==> config.mk <==
export PLATFORM = sky130hd
export DESIGN_NAME = bp_btb
export DESIGN_NICKNAME = d
export VERILOG_FILES = /design/src/rtl/bp_btb_pkg.sv /design/src/rtl/bp_btb_sat_counter.sv /design/src/rtl/bp_btb.sv
export SDC_FILE = /design/constraint.sdc
export NUM_CORES = 1
export LEC_CHECK = 0
export BUFFER_PORTS_ARGS = -buffer_cell sky130_fd_sc_hd__buf_4
export CAP_MARGIN = 10
export CORE_MARGIN = 2
export CORE_UTILIZATION = 60
export CTS_BUF_LIST = sky130_fd_sc_hd__clkbuf_16
export DETAILED_ROUTE_END_ITERATION = 7
export PLACE_DENSITY = 0.8
export SYNTH_ARGS = -nofsm -noshare
export SYNTH_HDL_FRONTEND = slang
export SYNTH_SLANG_ARGS = --single-unit
==> constraint.sdc <==
create_clock -name clk -period 5 [get_ports clk]
set_input_delay 0.5 -clock clk [delete_from_list [all_inputs] [get_ports clk]]
set_output_delay 0.5 -clock clk [all_outputs]
set_load 0.01 [all_outputs]
==> src/rtl/bp_btb_pkg.sv <==
// Shared definitions for the branch target buffer: default geometry and
// the saturating step used by every counter in the block.
package bp_btb_pkg;

    localparam int BTB_PC_W    = 9;
    localparam int BTB_ENTRIES = 16;
    localparam int BTB_CTR_W   = 2;
    localparam int BTB_CNT_W   = 16;

    // Saturating +1 / -1 on a value that is 'width' bits wide (width <= 32).
    // inc and dec together cancel out, so the value is held.
    function automatic logic [31:0] sat_step(input logic [31:0] value,
                                             input logic        inc,
                                             input logic        dec,
                                             input int unsigned width);
        logic [32:0] max_val;
        max_val  = (33'd1 << width) - 33'd1;
        sat_step = value;
        if (inc && !dec) begin
            if ({1'b0, value} != max_val) begin
                sat_step = value + 32'd1;
            end
        end else if (dec && !inc) begin
            if (value != 32'd0) begin
                sat_step = value - 32'd1;
            end
        end
    endfunction

endpackage

==> src/rtl/bp_btb_sat_counter.sv <==
// Width-parametrised saturating counter with load. Load has priority over
// inc/dec. Used for the per-entry direction counters and the perf counters.
module bp_btb_sat_counter
    import bp_btb_pkg::*;
#(
    parameter int W = 2
) (
    input  logic         clk,
    input  logic         reset,
    input  logic         inc,
    input  logic         dec,
    input  logic         load,
    input  logic [W-1:0] load_val,
    output logic [W-1:0] value
);

    logic [W-1:0] value_reg;
    logic [W-1:0] value_next;

    // Next value: load wins, otherwise a saturating step.
    always_comb begin
        value_next = value_reg;
        if (load) begin
            value_next = load_val;
        end else begin
            value_next = W'(sat_step(32'(value_reg), inc, dec, W));
        end
    end

    // Counter state, cleared asynchronously.
    always_ff @(posedge clk or negedge reset) begin
        if (!reset) begin
            value_reg <= '0;
        end else begin
            value_reg <= value_next;
        end
    end

    assign value = value_reg;

endmodule

==> src/rtl/bp_btb.sv <==
// Direct-mapped branch target buffer with per-entry saturating direction
// counters. Combinational lookup for IF, training from EX, plus branch and
// misprediction statistics.
module bp_btb
    import bp_btb_pkg::*;
#(
    parameter int PC_W    = BTB_PC_W,
    parameter int ENTRIES = BTB_ENTRIES,
    parameter int CTR_W   = BTB_CTR_W,
    parameter int CNT_W   = BTB_CNT_W
) (
    input  logic             clk,
    input  logic             reset,
    input  logic [PC_W-1:0]  if_pc,
    output logic             pred_hit,
    output logic             pred_taken,
    output logic [PC_W-1:0]  pred_target,
    input  logic             upd_valid,
    input  logic [PC_W-1:0]  upd_pc,
    input  logic             upd_taken,
    input  logic [PC_W-1:0]  upd_target,
    input  logic             upd_mispred,
    input  logic             flush_all,
    output logic [CNT_W-1:0] stat_branches,
    output logic [CNT_W-1:0] stat_mispreds
);

    localparam int IDX_W = $clog2(ENTRIES);
    localparam int TAG_W = PC_W - IDX_W - 2;
    // Freshly allocated entries start weakly taken.
    localparam logic [CTR_W-1:0] CTR_WEAK = CTR_W'(1) << (CTR_W - 1);

    // Entry layout depends on the instance geometry, so it is declared here.
    typedef struct packed {
        logic             valid;
        logic [TAG_W-1:0] tag;
        logic [PC_W-1:0]  target;
        logic [CTR_W-1:0] ctr;
    } btb_entry_t;

    btb_entry_t [ENTRIES-1:0] table_q;

    logic [IDX_W-1:0] if_idx;
    logic [TAG_W-1:0] if_tag;
    logic [IDX_W-1:0] upd_idx;
    logic [TAG_W-1:0] upd_tag;
    btb_entry_t       if_entry;
    btb_entry_t       upd_entry;
    logic             upd_en;
    logic             upd_hit;
    logic             upd_alloc;
    logic             upd_train;
    logic             unused_pc_lsbs;

    assign if_idx  = if_pc[IDX_W+1:2];
    assign if_tag  = if_pc[PC_W-1:IDX_W+2];
    assign upd_idx = upd_pc[IDX_W+1:2];
    assign upd_tag = upd_pc[PC_W-1:IDX_W+2];

    // Instructions are word aligned; the low PC bits carry no information.
    assign unused_pc_lsbs = &{1'b0, if_pc[1:0], upd_pc[1:0]};

    // Lookup sees the pre-update table; writes land on the next edge.
    assign if_entry    = table_q[if_idx];
    assign pred_hit    = if_entry.valid && (if_entry.tag == if_tag);
    assign pred_taken  = pred_hit && if_entry.ctr[CTR_W-1];
    assign pred_target = pred_hit ? if_entry.target : (if_pc + PC_W'(4));

    // A flush drops any simultaneous training.
    assign upd_en    = upd_valid && !flush_all;
    assign upd_entry = table_q[upd_idx];
    assign upd_hit   = upd_entry.valid && (upd_entry.tag == upd_tag);
    assign upd_alloc = upd_en && upd_taken && !upd_hit;
    assign upd_train = upd_en && upd_hit;

    genvar gi;
    generate
        for (gi = 0; gi < ENTRIES; gi++) begin : g_entry
            logic             sel;
            logic             valid_reg;
            logic [TAG_W-1:0] tag_reg;
            logic [PC_W-1:0]  target_reg;
            logic [CTR_W-1:0] ctr_q;

            assign sel = (upd_idx == IDX_W'(gi));

            // Entry fields: flush clears valid only; allocate writes all,
            // a taken hit refreshes the target.
            always_ff @(posedge clk or negedge reset) begin
                if (!reset) begin
                    valid_reg  <= 1'b0;
                    tag_reg    <= '0;
                    target_reg <= '0;
                end else if (flush_all) begin
                    valid_reg  <= 1'b0;
                end else if (sel && upd_alloc) begin
                    valid_reg  <= 1'b1;
                    tag_reg    <= upd_tag;
                    target_reg <= upd_target;
                end else if (sel && upd_train && upd_taken) begin
                    target_reg <= upd_target;
                end
            end

            bp_btb_sat_counter #(.W(CTR_W)) u_ctr (
                .clk      (clk),
                .reset    (reset),
                .inc      (sel && upd_train && upd_taken),
                .dec      (sel && upd_train && !upd_taken),
                .load     (sel && upd_alloc),
                .load_val (CTR_WEAK),
                .value    (ctr_q)
            );

            assign table_q[gi] = '{valid: valid_reg, tag: tag_reg,
                                   target: target_reg, ctr: ctr_q};
        end
    endgenerate

    bp_btb_sat_counter #(.W(CNT_W)) u_stat_branches (
        .clk      (clk),
        .reset    (reset),
        .inc      (upd_valid),
        .dec      (1'b0),
        .load     (1'b0),
        .load_val ('0),
        .value    (stat_branches)
    );

    bp_btb_sat_counter #(.W(CNT_W)) u_stat_mispreds (
        .clk      (clk),
        .reset    (reset),
        .inc      (upd_valid && upd_mispred),
        .dec      (1'b0),
        .load     (1'b0),
        .load_val ('0),
        .value    (stat_mispreds)
    );

endmodule

Word-level counts from Yosys, hierarchy flattened
Index checks and enable logic that the tools add are counted.
{ "word_totals": {"reg_bits": 272, "latch_bits": 0, "ram_bits": 0, "romBits": 0, "wordCells": 574, "n_memories": 0} }
{ "op_classes": {"n_addsub": 35, "multipliers": 0, "n_div": 0, "magnitude_cmp": 2, "n_eq_ne": 51, "n_shift": 0, "muxes": 149, "bitwise": 1, "reduce_logical": 270} }
{ "op_table": {"columns": ["cell", "count"], "rows": [
  ["two-way mux 9 bit", 33],
  ["two-way mux 2 bit", 80],
  ["binary-select mux 15 bit (select 4 bit)", 2],
  ["logical AND 1 bit", 104],
  ["nonzero test 2 bit", 48],
  ["nonzero test 3 bit", 32],
  ["AND reduction 2 bit", 34],
  ["!= test 3 x 2 -> 1 bit (second input constant)", 16],
  ["AND reduction 3 bit", 16],
  ["zero test 1 bit", 35],
  ["adder 16 x 1 -> 16 bit (second input constant)", 2],
  ["adder 2 x 1 -> 2 bit (second input constant)", 16],
  ["== test 4 bit (second input constant)", 8],
  ["two-way mux 1 bit", 32],
  ["!= test 16 bit (second input constant)", 2],
  ["!= test 2 bit (second input constant)", 16],
  ["subtractor 2 x 1 -> 2 bit (second input constant)", 16],
  ["two-way mux 15 bit", 2],
  ["== test 4 x 3 -> 1 bit (second input constant)", 4],
  ["less-than comparator 4 x 5 -> 1 bit (second input constant)", 2],
  ["adder 9 x 3 -> 9 bit (second input constant)", 1],
  ["== test 4 x 2 -> 1 bit (second input constant)", 2],
  ["== test 3 bit", 2],
  ["== test 4 x 1 -> 1 bit (second input constant)", 1],
  ["2 further kinds", 2]
]} }

Logic depth before layout (Yosys ltp)
Gate-level depths: netlist (run 1).
{ "logic_depth": {"ltp_word": 12, "ltp_mapped": 13, "depth_no_buf": 8} }

By module
From an unflattened synthesis (run 1), not the netlist that was laid out.
{ "unflattened": {"hier_cells": 1617, "hier_area_um2": 16432.0} }
{ "by_module_without_submodules": {"columns": ["mod", "instances", "cells_each", "area_per_inst_um2", "seq_area_each_um2"], "rows": [
  ["bp_btb", 1, 1010, 11066.9, 5205.0],
  ["bp_btb_sat_counter (g_entry[0].u_ctr ...)", 16, 13, 131.4, 50.0],
  ["bp_btb_sat_counter (u_stat_mispreds)", 1, 197, 1632.8, 400.4],
  ["bp_btb_sat_counter (u_stat_branches)", 1, 202, 1630.3, 400.4]
]} }

Worst setup path after synthesis (run 1)
No wires, ideal clock.
{ "synth_path": {"path_type": "input to output", "start": "input if_pc[2]", "end": "output pred_target[5]", "arrival_ps": 2782, "setup_slack_ps": 1718, "path_stages": 9, "path_cell_list": "buf_2 > buf_4 > buf_4 > mux4_2 > mux4_2 > nand4_1 > buf_2 > nor2_1 > a21oi_1"} }
{ "synth_between": {"elab_chain_cells": 5, "word_cells_on_any_way": 6} }
{ "synth_rtl": {"columns": ["item", "line_no", "text"], "rows": [
  ["start: declaration", "bp_btb.sv:14", "input logic [PC_W-1:0] if_pc,"],
  ["binary-select mux 15 bit (select 4 bit)", "bp_btb.sv:64", "assign if_entry = table_q[if_idx];"],
  ["two-way mux 15 bit (not written as such)", "bp_btb.sv:64", null],
  ["== test 3 bit", "bp_btb.sv:65", "assign pred_hit = if_entry.valid && (if_entry.tag == if_tag);"],
  ["logical AND 1 bit", "bp_btb.sv:65", null],
  ["two-way mux 9 bit *", "bp_btb.sv:67", "assign pred_target = pred_hit ? if_entry.target : (if_pc + PC_W'(4));"],
  ["end: declaration", "bp_btb.sv:17", "output logic [PC_W-1:0] pred_target,"]
]} }
Mark *: on every way between the ends. The rest lies on a longest branch, timed or not. The select of a mux whose other input is x is not followed.

Worst setup path in the final report (run 1)
{ "layout_path": {"start": "input if_pc[3]", "end": "output pred_target[3]"} }
The elaborated chain is that of the path after synthesis.

==> metrics.md, run 1 <==
| Metric | Value |
|---|---|
| Status | `finished clean` |
| Root Buffer | `clkbuf_16` |
| Final Cycle Share | `0.755` |
| Worst Path Required | `4.50 ns` |
| Initial Util | `0.607` |
| YS warnings | `0` |
| Setup_tns | `0 ns` |
| PnR Total Power | `5.70 mW` |
| Initial drt markers | `792` |
| Clock period minus worst slack | `3.78 ns` |
| CP delay by family, top | `buffers and inverters` |
| GRT Residual Overflow | `0` |
| Syn Std Cell Area | `0.0137 mm^2` |
| Die H | `155 um` |
| Cells after synthesis | `1082` |
| Most common cell after layout, fill and taps aside | `dfrtp_1` |
| Row cnt | `55` |
| CTS max path bufs | `3` |
| Chip width | `155 um` |
| TritonCTS Buffers | `29` |
| Hold slack | `0.0204 ns` |
| CTS tree | `done` |
| ANT cells | `0` |
| Synth-to-layout area growth | `12.2%` |
| Worst-Margin Slew | `1.04 ns` |
| Largest net degree at the start of global routing | `131` |
| Flops & latches, synth | `272` |
| Final wirelength | `33400 um` |
| P_leak | `7.10 nW` |
| Core area | `0.0225 mm^2` |
| First-pass GRT wire length | `54000 um` |
| DR WL/cell | `23.3 um` |
| Sequential cell area fraction in the yosys report | `0.499` |
| Critical Path Source Type | `input port` |
| Buf/Inv on CP | `4` |
| Reg2Reg Setup Slack | `2.02 ns` |
| Pwr/cell area | `372 mW/mm^2` |
| Most frequent cell on the critical path | `buf_4` |
| Ys flop type | `dfrtp_1` |
| Overall Global Routing Usage | `0.290` |
| Crit-path cells | `buf_4 > buf_4 > mux4_2 > mux4_2 > nand4_1 > buf_4 > mux2_2 > buf_4` |
| Count of cell types in the netlist | `50` |
| Die footprint | `0.0240 mm^2` |
| Highest Clock Rate | `265 MHz` |
| Hold Vio Cnt, Final | `0` |
| Worst setup path category | `in -> out` |
| I/O pin count | `76` |
| Post-CTS Setup Repair Bufs | `0` |
| Pre-antenna DRT Iters | `6` |
| WL met1 | `13800 um` |
| Cts hold-fix bufs | `0` |
| Detail Placement HPWL | `20700 um` |
| Max-slew headroom | `0.310` |
| Hold/Removal Path Class | `in -> async` |
| Asr flop ratio synth | `1.00` |
| Met2 Wirelength | `15600 um` |
| RSZ-0062 raised after global routing | `false` |
| Met3 wire len | `2500 um` |
| Residual DRC | `0` |
| Final ANT Viol Nets | `0` |
| Final setup viols | `0` |
| CP Capture Type | `output port` |
| Layout net count | `1163` |
| RePlAce Congestion | `0.898` |
| Maximum vdd drop | `0.291 mV` |
| Clock slew at reported path FFs | `0.06 ns` |
| Fin. max-slew vios | `0` |
| Crit path DAT | `3.28 ns` |
| Number of synthesized flops with an enable pin | `0` |
| Avg Vias per Cell | `6.51` |
| Most frequent cells in the layout | `dfrtp_1 (272), mux2_2 (172), nand2_1 (128), buf_4 (93), mux4_2 (81)` |
| DR top layer | `met4` |
| Pre-CTS setup slack | `1.28 ns` |
| # resized after CTS | `0` |
| Net count after synthesis | `1118` |
| Vias in the first global route | `9743` |
| Initial antenna violation count | `0` |
| Final worst setup slack | `1.22 ns` |
| Critical path's slowest cell | `buf_4` |
| H-tree depth | `1` |
| Worst Clk Skew | `0.00834 ns` |
| Clk_lat worst skew | `0.54 ns` |
| Vias | `9326` |
| Share of cells above drive strength 1 | `0.341` |
| Max reg flops | `144` |
| Slowest cell delay on critical path | `0.58 ns` |
| Max Cap Viol | `0` |
| Port Buffer Count | `73` |
| CTS Sinks | `272` |
| CP Max Fanout | `38` |
| Mean Syn Cell Area | `12.6 um^2` |
-- per-layer routing --
layer	vias up	global-route usage
met5	-	0.00207
met4	0	0.119
met3	105	0.0591
met2	367	0.453
met1	4819	0.404
li1	4035	-
-- where the power goes --
part,switching (mW),internal [mW]
sequential,0.203,2.47
clock,0.880,1.31
combinational,0.373,0.470
-- layout make-up --
class | count | area, um^2
Clock inverter | 23 | 238
Timing Repair Buffer | 95 | 733
Sequential cell | 272 | 6810
Multi-Input combinational cell | 717 | 6420
Clock buffer | 29 | 726
Fill cell | 1533 | 7180
Inverter | 12 | 45.0
Tap cell | 285 | 357
-- cells by family after synthesis --
family                     count (synthesis)  share of synthesized area
AOI/OAI and AO/OA                        117                     0.0562
xor gates and xnor gates                  39                     0.0250
adders and majority gates                  3                    0.00275
buffers and inverters                     93                     0.0313
DFF                                      272                      0.499
muxes                                    278                      0.294
and+or+nand+nor                          280                     0.0924
-- path summary, 6_finish.rpt --
| path | startpoint | endpoint | cells past startpoint |
|---|---|---|---|
| min reg2reg | g_entry[4].target_reg[7] | g_entry[4].target_reg[7] | 2 |
| max in group asynchronous | reset | g_entry[3].target_reg[7] | 2 |
| max reg2reg | g_entry[15].tag_reg[0] | g_entry[14].u_ctr.value[1] | 8 |
| max | if_pc[3] | pred_target[3] | 8 |
| min | reset | u_stat_mispreds.value[0] | 1 |
| min in group clk | upd_valid | u_stat_branches.value[12] | 2 |
-- stage by stage --
| stage | instances | utilization | instance area, um^2 |
|---|---|---|---|
| 6_report | 1433 | 0.681 | 15300 |
| 5_1_grt | 1433 | 0.681 | 15300 |
| 2_1_floorplan | 1082 | - | 13700 |
| 3_3_place_gp | 1381 | 0.638 | 14400 |
| 4_1_cts | 1433 | 0.681 | 15300 |
| 3_5_place_dp | 1381 | 0.638 | 14400 |
-- synth_stat cells (6+ instances only) --
master    number  share of area
o21a_1         8         0.0044
buf_2         14         0.0051
and2_1        13         0.0060
buf_1          7         0.0019
mux4_2        81           0.13
nand2_1      128          0.035
nor3_1        10         0.0037
mux2_2       172           0.14
xnor2_1       22          0.014
nor2b_1        7         0.0032
a21oi_1       24         0.0088
clkbuf_1      52          0.014
nor2_1        55          0.015
xor2_1        17          0.011
nor4_1         6         0.0027
nand3_1       22         0.0081
a21o_1        10         0.0055
mux2i_1       25          0.018
o31ai_1       13         0.0071
nand2b_1       9         0.0041
inv_1         10         0.0027
a31oi_1        8         0.0037
and3_1         6         0.0027
o21ai_0       26         0.0095
nand4_1       15         0.0069
dfrtp_1      272           0.50
o22ai_1        9         0.0041
(Power assumes the default switching activity.)
==> inputs of run 2 (changes only) <==
- ABC_AREA: not set -> 1
- CORE_UTILIZATION: 60 -> 56
- PLACE_DENSITY: 0.8 -> 0.78
- clock period: 5 -> 3.1 ns (I/O delays scaled with it)
==> run 2 against run 1 <==
Register-to-register slack worse by 1.5 ns. Global-route usage grew 1.3 points. Final area rose by 2.3%. Sequential share of layout area down 1.0 points. Final cell count rose by 56%. Wire length up 15%. Non-clock buffer count is 25 higher.
==> metrics.md, run 2 <==
| Metric | Value |
|---|---|
| GRT Residual Overflow | `0` |
| DR WL/cell | `17.3 um` |
| Fill count | `2109` |
| First-pass GRT wire length | `62900 um` |
| Post-Place Cells | `2177` |
| Reg2Reg Depth | `12` |
| Synth-to-layout area growth | `13.4%` |
| Final Cycle Share | `0.948` |
| Sw Share | `0.298` |
| Buf/Inv on CP | `3` |
| Clk pwr share | `0.354` |
| Root Buffer | `clkbuf_16` |
| Final Util | `0.647` |
| H-tree depth | `1` |
| Logic pwr share | `0.168` |
| Crit path DAT | `2.63 ns` |
| Cells after synthesis | `1830` |
| Post-synth top cells | `nand2_1 (545), o21ai_0 (296), dfrtp_1 (272)` |
| PnR Total Power | `9.15 mW` |
| Sequential cell area fraction in the yosys report | `0.492` |
| Pre-CTS setup slack | `0.400 ns` |
| Largest net degree at the start of global routing | `94` |
| Detail Placement HPWL | `24600 um` |
| Core area | `0.0242 mm^2` |
| Critical path startpoint | `g_entry[13].tag_reg[0]` |
| Critical path's slowest cell | `dfrtp_1` |
| Clk_lat worst skew | `0.57 ns` |
| CP delay by family, top | `compound AO/OA/AOI/OAI gates` |
| Crit-path cells | `inv_1 > a21oi_1 > o21ai_0 > nand2_1 > nand2_1 > nand3_1 > xor2_1 > nor2_1 > nand2_1 > clkinvlp_4 > o21ai_0 > buf_4` |
| Vias | `12788` |
| Hold Vio Cnt, Final | `0` |
| Hold slack | `0.0540 ns` |
| Clock slew at reported path FFs | `0.06 ns` |
| Layout net count | `1922` |
| Most frequent cells in the layout | `nand2_1 (545), o21ai_0 (296), dfrtp_1 (272), nor2_1 (193), inv_1 (121)` |
| Worst Path Required | `2.79 ns` |
| Pwr/cell area | `583 mW/mm^2` |
| Max-slew headroom | `0.480` |
| P_leak | `7.69 nW` |
| Chip width | `161 um` |
| TritonCTS Buffers | `29` |
| Number of synthesized flops with an enable pin | `0` |
| Mean Syn Cell Area | `7.55 um^2` |
| Syn Std Cell Area | `0.0138 mm^2` |
| Area fraction of the dominant cell type after synthesis | `0.492` |
| Port Buffer Count | `73` |
| Worst Clk Skew | `0.0328 ns` |
| Reg2Reg Setup Slack | `0.48 ns` |
| Flop pwr share | `0.478` |
| Pre-antenna DRT Iters | `6` |
| Avg Vias per Cell | `5.73` |
| Ys flop type | `dfrtp_1` |
| Die footprint | `0.0260 mm^2` |
| Most frequent cell on the critical path | `nand2_1` |
| Setup crit end | `pred_target[7]` |
| Final worst setup slack | `0.162 ns` |
| Asr flop ratio synth | `1.00` |
| Final setup viols | `0` |
| Initial Util | `0.570` |
| Initial drt markers | `1386` |
| CP Capture Type | `output port` |
| Final ANT Viol Nets | `0` |
| Synth top area cells | `dfrtp_1 (49%), nand2_1 (15%), o21ai_0 (11%), nor2_1 (5.2%), inv_1 (3.1%)` |
| Die H | `161 um` |
| CTS max path bufs | `3` |
| NetSw | `2.72 mW` |
| Final wirelength | `38500 um` |
| Initial antenna violation count | `0` |
| Fin. max-slew vios | `0` |
| Internal | `6.42 mW` |
| CTS tree | `done` |
| Most common cell after layout, fill and taps aside | `nand2_1` |
| YS warnings | `0` |
| Highest Clock Rate | `340 MHz` |
| Most frequent cell after synthesis | `nand2_1` |
| Max Cap Viol | `0` |
| CP Max Fanout | `10` |
| Vias in the first global route | `12153` |
| Worst-Margin Slew | `0.779 ns` |
| Overall Global Routing Usage | `0.302` |
| CTS Sinks | `272` |
| Cell taking the most area after synthesis | `dfrtp_1` |
| Share of cells above drive strength 1 | `0.0975` |
| Worst setup path category | `reg -> out` |
| Flops & latches, synth | `272` |
| Maximum vdd drop | `0.510 mV` |
| Slowest cell delay on critical path | `0.35 ns` |
| Clock period minus worst slack | `2.94 ns` |
| Row cnt | `57` |
| I/O pin count | `76` |
| Max reg flops | `144` |
| Instance count on the critical path | `12` |
| RR Endpoint | `u_stat_branches.value[15]` |
| Post-Layout Cell Count | `2232` |
| Critical Path Source Type | `register` |
| Residual DRC | `0` |
| RePlAce Congestion | `0.955` |
| Hold/Removal Path Class | `in -> reg` |
| Status | `finished clean` |
| ANT cells | `0` |
| Count of cell types in the netlist | `38` |
| RR Startpoint | `u_stat_branches.value[0]` |
| Net count after synthesis | `1866` |
## run 2: cell families (layout without fill, tap and decap cells)
logic type,count (synthesis),count (layout),synth area share
fa+ha+maj,5,5,0.00416
simple gates,867,867,0.252
flops,272,272,0.492
compound gates,426,426,0.163
mux,1,1,0.000815
buf+inv,223,301,0.0642
xor+xnor,36,36,0.0228
## run 2: stage by stage
step | instance area [um^2] | TNS [ns]
after floorplan | 13800 | 0
after global placement | 14800 | 0
after detailed placement | 14800 | 0
after CTS | 15700 | 0
after global routing | 15700 | -0.0105
final | 15700 | 0
## run 2: how the worst min path moves through the flow
stage,start,to,depth (start not counted)
2_1_floorplan,reset,g_entry[0].tag_reg[0],0
3_3_place_gp,reset,g_entry[11].tag_reg[0],1
3_5_place_dp,reset,g_entry[11].tag_reg[0],1
4_1_cts,upd_pc[8],g_entry[12].tag_reg[2],3
5_1_grt,upd_pc[8],g_entry[12].tag_reg[2],3
6_report,upd_pc[8],g_entry[12].tag_reg[2],3
## run 2: what timing repair did
action                                  CTS  global route
hold buffers                              1             0
endpoints found under the setup margin    0             1
endpoints found under the hold margin    87             0
setup buffers                             0             1
gates resized for setup                   0             1
## run 2: per-layer routing
layer,up-vias,routed length (um),global-route usage
met1,6029,16000,0.408
met2,545,17900,0.490
li1,6084,-,-
met5,-,0,0
met3,130,2730,0.0344
met4,0,1910,0.151
## run 2: worst reg2reg max path: cells and delay by family, from the launching register on
kind,cells,cell delay (ns)
compound gates,1,0.42
simple gates,9,1.25
fa+ha+maj,1,0.23
flops,1,0.42
xor+xnor,1,0.18
## run 2: final cells by class
cell class              count  area (um^2)  area share
flip-flops and latches    272         6810       0.434
inverters                 128          484      0.0309
clock buffers              29          726      0.0463
clock inverters            24          143     0.00910
repair buffers            120          986      0.0629
multi-input cells        1335         6130       0.391
well taps                 324          405      0.0259
## run 2: power groups by stage
stage / registers [mW] / clock network (mW) / logic (mW)
floorplan: 4.39 / 0 / 0.941
global placement: 4.41 / 0 / 1.47
detailed placement: 4.42 / 0 / 1.52
CTS: 4.37 / 3.26 / 1.53
global route: 4.44 / 3.41 / 1.75
finish: 4.37 / 3.24 / 1.54
==> inputs of run 3 (changes only) <==
- ABC_AREA: 1 -> 0
- PLACE_DENSITY: 0.78 -> not set
- PLACE_DENSITY_LB_ADDON: not set -> 0.15
- SETUP_SLACK_MARGIN: not set -> 0.02
==> run 3 against run 2 <==
The run now ends with setup timing left. Largest cell class unchanged. Final area hardly changed. Combinational power is 10% lower. Largest power group unchanged. Worst setup slack lost 0.30 ns.
==> metrics.md, run 3 (synthesis gave the netlist of run 1 again) <==
| Metric | Value |
|---|---|
| Clock period minus worst slack | `3.24 ns` |
| Violated checks | `setup timing` |
| Final worst setup slack | `-0.140 ns` |
| Overall Global Routing Usage | `0.272` |
| Worst Clk Skew | `0.00893 ns` |
| CTS Sinks | `272` |
| Share of cells above drive strength 1 | `0.355` |
| DR WL/cell | `22.5 um` |
| Residual DRC | `0` |
| Clk pwr share | `0.385` |
| RePlAce Congestion | `0.844` |
| H-tree depth | `1` |
| Post-Layout Cell Count | `1504` |
| I/O pin count | `76` |
| Die H | `160 um` |
| Final wirelength | `33900 um` |
| Chip width | `160 um` |
| FF/Latch Area | `0.00681 mm^2` |
| Final setup viols | `10` |
| Layout net count | `1192` |
| NetSw | `2.35 mW` |
| P_leak | `7.27 nW` |
| Clk_lat worst skew | `0.55 ns` |
| Internal | `6.89 mW` |
| Hold Vio Cnt, Final | `0` |
| Initial drt markers | `721` |
| First-pass GRT wire length | `54000 um` |
| Initial Util | `0.566` |
| Avg Vias per Cell | `6.15` |
| CP Capture Type | `output port` |
| Port Buffer Count | `73` |
| Hold/Removal Path Class | `in -> reg` |
| Core area | `0.0241 mm^2` |
| TritonCTS Buffers | `30` |
| GRT Residual Overflow | `0` |
| ANT cells | `0` |
| CTS tree | `done` |
| Root Buffer | `clkbuf_16` |
| Logic pwr share | `0.149` |
| Final Cycle Share | `1.05` |
| Maximum vdd drop | `0.514 mV` |
| Fill count | `1887` |
| Row cnt | `57` |
| Multi-input gate area in the final layout | `0.00642 mm^2` |
| Status | `complete, but fails checks` |
| Vias in the first global route | `9314` |
| CTS max path bufs | `3` |
| Critical Path Source Type | `register` |
| Final Util | `0.650` |
| Pre-antenna DRT Iters | `6` |
| Max Cap Viol | `0` |
| CP Max Fanout | `3` |
| Sw Share | `0.255` |
| RSZ-0062 raised after global routing | `true` |
| Max reg flops | `144` |
| Fin. max-slew vios | `0` |
| Initial antenna violation count | `0` |
| Crit path DAT | `2.93 ns` |
| PnR Total Power | `9.24 mW` |
| Worst-Margin Slew | `1.37 ns` |
| Max-slew headroom | `0.0820` |
| Largest net degree at the start of global routing | `90` |
| Worst setup path category | `reg -> out` |
| Clock slew at reported path FFs | `0.06 ns` |
| Final ANT Viol Nets | `0` |
| Vias | `9246` |
| Post-Place Cells | `1445` |
| Most common cell after layout, fill and taps aside | `dfrtp_1` |
| Flop pwr share | `0.465` |
| Pwr/cell area | `590 mW/mm^2` |
| Detail Placement HPWL | `21300 um` |
| Highest Clock Rate | `309 MHz` |
| Synth-to-layout area growth | `14.8%` |
| Most frequent cells in the layout | `dfrtp_1 (272), mux2_2 (172), nand2_1 (128), buf_4 (113), mux4_2 (81)` |
| Setup_tns | `-0.765 ns` |
| Worst Path Required | `2.79 ns` |
| Die footprint | `0.0256 mm^2` |
run 3: cell types whose count changed in the layout (fill, tap and decap cells not counted), sizes merged, moves of 18 or more:
cell | before | now
a21oi | 58 | 24
inv | 132 | 14
mux2 | 1 | 172
mux2i | 0 | 25
mux4 | 0 | 81
nand2 | 547 | 128
nand3 | 85 | 22
nor2 | 203 | 55
o21ai | 318 | 26
o221ai | 18 | 0
run 3: power groups by stage:
stage	sequential (mW)	combinational, mW	clock, mW
5_1_grt	4.36	1.51	3.78
3_3_place_gp	4.34	1.34	0
4_1_cts	4.30	1.40	3.61
2_1_floorplan	4.30	0.908	0
6_report	4.30	1.38	3.56
3_5_place_dp	4.35	1.38	0
run 3: stage by stage:
stage / hold WS, ns / worst slack (ns) / cell area, um^2
2_1_floorplan: 0.0144 / 0.198 / 13700
3_3_place_gp: 0.376 / 0.117 / 14600
3_5_place_dp: 0.366 / 0.0999 / 14600
4_1_cts: 0.0240 / -0.156 / 15700
5_1_grt: 0.0381 / -0.231 / 15700
6_report: 0.0433 / -0.140 / 15700
run 3: final cells by class:
class                      count  area share
sequential                   272       0.434
multi-input combinational    717       0.410
timing repair buffer         123      0.0643
clock buffer                  31      0.0495
tap                          324      0.0259
clock inverter                25      0.0136
inverter                      12     0.00287
run 3: worst paths after layout:
path / to / startpoint / depth (start not counted) / slack [ns]
max: pred_target[3] / g_entry[13].tag_reg[0] / 7 / -0.14
min: u_stat_branches.value[12] / upd_valid / 2 / 0.04
max reg2reg: g_entry[5].tag_reg[1] / g_entry[12].tag_reg[0] / 8 / 0.34
min reg2reg: g_entry[7].target_reg[5] / g_entry[7].target_reg[5] / 2 / 0.48
max in group asynchronous: g_entry[0].target_reg[4] / reset / 3 / 1.82
min in group asynchronous: g_entry[0].tag_reg[0] / reset / 2 / 0.37
run 3: metal layers:
metal  vias to the layer above  global-route usage  part of all wire
met1                      4769               0.409              0.45
li1                       4090                   -                 -
met5                         -                   0                 0
met4                         0              0.0856             0.031
met2                       317               0.419              0.47
met3                        70              0.0353             0.053
run 3: timing repair:
item | CTS | global route
endpoints found under the hold margin | 86 | 0
buffers inserted | 1 | 1
gates resized for setup | 3 | 0
hold buffers | 1 | 0
pin swaps | 0 | 1
endpoints found under the setup margin | 10 | 11
run 3: critical path: stages, from the launching register on:
cell	delay [ns]
dfrtp_1	0.40
mux4_2	0.47
mux4_2	0.56
xnor2_1	0.16
nand4_1	0.14
buf_6	0.14
mux2_2	0.36
buf_4	0.15
